**src/rtl/seq_pkg.sv**
```systemverilog
// seq_pkg: shared state encoding and default parameters for the reset/interrupt sequencer
package seq_pkg;
    localparam int DEF_ADDR_W = 8;
    localparam logic [7:0] DEF_RESET_VEC_ADDR = 8'h00;
    localparam logic [7:0] DEF_INTR_VEC_ADDR = 8'h01;
    typedef enum logic [2:0] {IDLE, RST_FETCH, RST_LOAD, INT_FETCH, INT_LOAD} seq_state_t;
endpackage

```
**src/rtl/intr_edge_latch.sv**
```systemverilog
// intr_edge_latch: rising-edge detect on intr_req with a sticky pending flag
module intr_edge_latch (
    input  logic clk,
    input  logic rst,
    input  logic intr_req,
    input  logic drop,
    input  logic clr,
    output logic pending
);
    logic intr_q;
    always_ff @(posedge clk) begin
        if (rst) begin
            intr_q  <= 1'b0;
            pending <= 1'b0;
        end else begin
            intr_q  <= intr_req;
            pending <= clr ? 1'b0 : pending | (intr_req & ~intr_q & ~drop);
        end
    end
endmodule

```
**src/rtl/intr_reset_sequencer.sv**
```systemverilog
// intr_reset_sequencer: fetches reset/interrupt vectors and sequences PC load pulses
module intr_reset_sequencer
    import seq_pkg::*;
#(
    parameter int                ADDR_W         = DEF_ADDR_W,
    parameter logic [ADDR_W-1:0] RESET_VEC_ADDR = ADDR_W'(DEF_RESET_VEC_ADDR),
    parameter logic [ADDR_W-1:0] INTR_VEC_ADDR  = ADDR_W'(DEF_INTR_VEC_ADDR)
) (
    input  logic              clk,
    input  logic              rst,
    input  logic              ext_reset_req,
    input  logic              intr_req,
    input  logic              instr_boundary,
    input  logic              rti,
    input  logic [ADDR_W-1:0] pc_current,
    output logic              mem_rd_req,
    output logic [ADDR_W-1:0] mem_addr,
    input  logic              mem_rd_valid,
    input  logic [ADDR_W-1:0] mem_rd_data,
    output logic              RESET_IN,
    output logic              INTR_IN,
    output logic [ADDR_W-1:0] reset_vector,
    output logic [ADDR_W-1:0] intr_vector,
    output logic              stall_req,
    output logic              flush,
    output logic [ADDR_W-1:0] saved_pc,
    output logic              in_isr
);
    seq_state_t state, nxt;
    logic pending, discard, fetch, got, take;
    assign fetch = (state == RST_FETCH) | (state == INT_FETCH);
    // a read abandoned by an external reset still returns once; that response must not be used
    assign got  = mem_rd_valid & ~discard & ~ext_reset_req;
    assign take = (state == IDLE) & pending & ~in_isr & instr_boundary & ~ext_reset_req;

    intr_edge_latch u_edge (
        .clk      (clk),
        .rst      (rst),
        .intr_req (intr_req),
        .drop     ((state == RST_FETCH) | (state == RST_LOAD)),
        .clr      (take | ext_reset_req | (state == RST_LOAD)),
        .pending  (pending)
    );

    always_comb begin
        nxt = state;
        case (state)
            IDLE:      nxt = take ? INT_FETCH : IDLE;
            RST_FETCH: nxt = got ? RST_LOAD : RST_FETCH;
            RST_LOAD:  nxt = IDLE;
            INT_FETCH: nxt = got ? INT_LOAD : INT_FETCH;
            INT_LOAD:  nxt = IDLE;
            default:   nxt = IDLE;
        endcase
        nxt        = ext_reset_req ? RST_FETCH : nxt;
        mem_rd_req = fetch & ~rst;
        mem_addr   = (state == INT_FETCH) ? INTR_VEC_ADDR : RESET_VEC_ADDR;
        RESET_IN   = (state == RST_LOAD) & ~rst;
        INTR_IN    = (state == INT_LOAD) & ~rst;
        flush      = ((state == RST_LOAD) | (state == INT_LOAD)) & ~rst;
        stall_req  = rst | (state != IDLE);
    end

    always_ff @(posedge clk) begin
        if (rst) begin
            state        <= RST_FETCH;
            discard      <= 1'b0;
            in_isr       <= 1'b0;
            saved_pc     <= '0;
            reset_vector <= '0;
            intr_vector  <= '0;
        end else begin
            state   <= nxt;
            discard <= ~mem_rd_valid & (discard | (ext_reset_req & fetch));
            in_isr  <= (ext_reset_req | (state == RST_LOAD)) ? 1'b0 :
                       (state == INT_LOAD) ? 1'b1 :
                       (rti & (state == IDLE)) ? 1'b0 : in_isr;
            if (take) saved_pc <= pc_current;
            if (got & (state == RST_FETCH)) reset_vector <= mem_rd_data;
            if (got & (state == INT_FETCH)) intr_vector <= mem_rd_data;
        end
    end
endmodule

```
**config.mk**
```make
export PLATFORM = sky130hd
export DESIGN_NAME = intr_reset_sequencer
export DESIGN_NICKNAME = d
export VERILOG_FILES = /design/src/rtl/seq_pkg.sv /design/src/rtl/intr_edge_latch.sv /design/src/rtl/intr_reset_sequencer.sv
export SDC_FILE = /design/constraint.sdc
export NUM_CORES = 1
export LEC_CHECK = 0
export CORE_ASPECT_RATIO = 0.5
export CORE_MARGIN = 2
export CORE_UTILIZATION = 40
export DETAILED_ROUTE_END_ITERATION = 10
export GPL_ROUTABILITY_DRIVEN = 0
export PLACE_DENSITY = 0.74
export SLEW_MARGIN = 20
export SYNTH_ARGS = -nofsm -noshare
export SYNTH_HDL_FRONTEND = slang
export SYNTH_HIERARCHICAL = 1
export SYNTH_SLANG_ARGS = --single-unit
```
**constraint.sdc**
```tcl
create_clock -name clk -period 2.11 [get_ports clk]
set_clock_uncertainty 0.1 [all_clocks]
set_input_delay 0.3165 -clock clk [delete_from_list [all_inputs] [get_ports clk]]
set_output_delay 0.3165 -clock clk [all_outputs]
set_load 0.05 [all_outputs]
```
==> flow_summary.ini, run 1 <==
[global_routing]
antenna_found_initial = 0
grt.total_usage_pct = 14.6
grt_max_degree = 44
grt_pass1_vias = 1116
grt_pass1_wl_um = 4890
overflow = 0

[outcome]
status = complete, no violations

[power_and_ir_drop]
vdd_drop_max_mv = 0.328
p_leak_nw = 0.878
p_int_mw = 1.09
clock_power_share_pct = 41.7
pwr-share-seq_pct = 42.3
comb_power_share_pct = 16.0
p_per_area_nw_per_um2 = 628
swShare_pct = 24.5
power_mw = 1.44
p_sw_mw = 0.354

[yosys]
synth_cell_types = 36
ys_seq_elements = 31
async_reset_ff_share_pct = 0
synth.cell_area_um2 = 1550
synth_edf_count = 0
ys_warn_count = 6
syn_inst = 154
synth_ff_type = dfxtp_1
avgSynthCellArea_um2 = 10.1
ys_seq_area_share_pct = 39.9

[sta]
slew_viol_final = 0
post-route-min-period_ns = 1.95
slew_headroom_pct = 66.0
rsz0062_at_grt = false
hold_violations = 0
period_share_pct = 92.6
finalSetupViolCount = 0
holdWs_ns = 0.376
setup-tns-final_ns = 0
worst_pin_slew_ns = 0.509
final.setup.worst_slack_ns = 0.157
max_freq_mhz = 512

[cells_and_area]
final_cells = 263
drive_above_1_share_pct = 19.8
diodes = 0
final_core_util_pct = 64.3
layout_commonest_cell = clkdlybuf4s50_1
multi_input_area_um2 = 845
final_cell_mix = clkdlybuf4s50_1, dfxtp_1, nand2b_1
syn_to_final_growth_pct = 47.6
fill_cells = 303
regArea_um2 = 621
fin_area_um2 = 2290
nets = 234

[setup_path]
startpoint_type = register
end_kind = output pin
critPathMaxFanout = 9
critPathTopFamily = simple AND/OR/NAND/NOR gates
crit_path_top_delay_cell = dfxtp_1
crit_start = state[2]$_SDFF_PP0_
cp_num_buf_inv = 1
rr_worst_depth = 4
reg2reg_to = saved_pc[2]$_SDFFE_PP0N_
reg2reg_setup_slack_ns = 0.58
path_depth = 3
arrival_ns = 1.54
path_class = reg -> out
path_cells = or2_1 > or3_1 > buf_4
worstReg2RegStart = state[1]$_SDFF_PP0_
worstPathRequired_ns = 1.69
crit_path_max_incr_delay_ns = 0.39

[cts]
htree_levels = 2
cts_setup_buffers = 0
cts_hold_buf = 0
numCtsBuffers = 5
cts_tree = done
worstSkewPairLatency_ns = 0.28
clock_sinks = 31
cts-root-buf = clkbuf_8
cts-resized-gates = 0
clkSlewWorstSetupHoldPaths_ns = 0.06
cts_buffer_depth = 2

[floorplanning]
core_um2 = 3570
start_util_pct = 43.6
die_h_um = 48.1
dieArea_um2 = 4430
fp-row-count = 15
dieWidth_um = 92.1
io_pins = 61

[place]
port_buffers = 53
placedCellCount = 255
placed_cell_area_um2 = 2180
pre_cts_ws_ns = 0.186
dpl.hpwl_um = 2250

[drt]
wl_per_cell_um = 11.6
vias = 1175
via_per_inst = 4.47
postRouteWirelength_um = 3050
drt-initial-drc-count = 33
drc = 0
drt_first_pass_iters = 4
postRouteAntennaNets = 0

[job]
cap_violations = 0

[min_path]
hp-start = reset_vector[4]$_SDFFE_PP0P_
hold_depth = 2
min_to = reset_vector[4]$_SDFFE_PP0P_
hold_class = reg -> reg
## worst max path at each step
stage                                        end  slack [ns]
floorplan                                INTR_IN        0.18
global placement    reset_vector[4]$_SDFFE_PP0P_        0.23
detailed placement  reset_vector[0]$_SDFFE_PP0P_        0.19
CTS                                    stall_req        0.14
global route                           stall_req        0.07
finish                                 stall_req        0.16
## cell families after synthesis
kind of cell / count (synthesis) / share of synthesized area [%]
flops: 31 / 39.9
mux: 24 / 15.5
other cells: 1 / 0.241
xor+xnor: 2 / 1.13
buf+inv: 17 / 8.21
simple gates: 72 / 32.2
compound gates: 7 / 2.82
## final cells by class
class	instances	area share [%]
clock inverters	2	1.53
multi-input cells	112	36.8
inverters	1	0.164
repair buffers	60	28.0
flip-flops and latches	31	27.1
clock buffers	6	3.60
well taps	51	2.78
## synthesized netlist by cell type, types with 3 or more instances
cell	n	area, um2
or2b_2	9	78.8
nand3_1	3	15.0
nor2_1	6	22.5
buf_4	7	52.6
nand2b_1	30	188
mux2i_1	24	240
clkbuf_1	4	15.0
dfxtp_1	31	621
nand2b_2	4	35.0
## worst min-delay path, stage by stage, from the launching register on
cell,delay (ns)
dfxtp_1,0.31
nand2b_1,0.06
mux2i_1,0.06
## metal layers
metal	global-route usage (%)	wire (um)	vias up
met5	0	0	-
met3	5.20	151	3
met1	16.7	1400	535
li1	-	-	606
met4	5.37	19	0
met2	26.8	1480	31
## registers in the layout, summed over array words and instances (netlist names)
register / count
u_edge/pending: 1
state: 3
saved_pc: 8
reset_vector: 8
u_edge/intr_q: 1
in_isr: 1
intr_vector: 8
discard: 1
## power by group through the flow
| stage | logic (mW) | registers [mW] | clock network, mW |
|---|---|---|---|
| 2_1_floorplan | 0.127 | 0.649 | 0 |
| 3_3_place_gp | 0.229 | 0.622 | 0 |
| 3_5_place_dp | 0.231 | 0.623 | 0 |
| 4_1_cts | 0.232 | 0.610 | 0.614 |
| 5_1_grt | 0.244 | 0.611 | 0.636 |
| 6_report | 0.231 | 0.609 | 0.601 |
No activity file was read; power rests on OpenSTA's default activity.
==> inputs of run 2 (changes only) <==
- SLEW_MARGIN: 20 -> default
==> results of run 2 <==
Same layout as run 1: the final DEF is identical, and so are final timing and power.
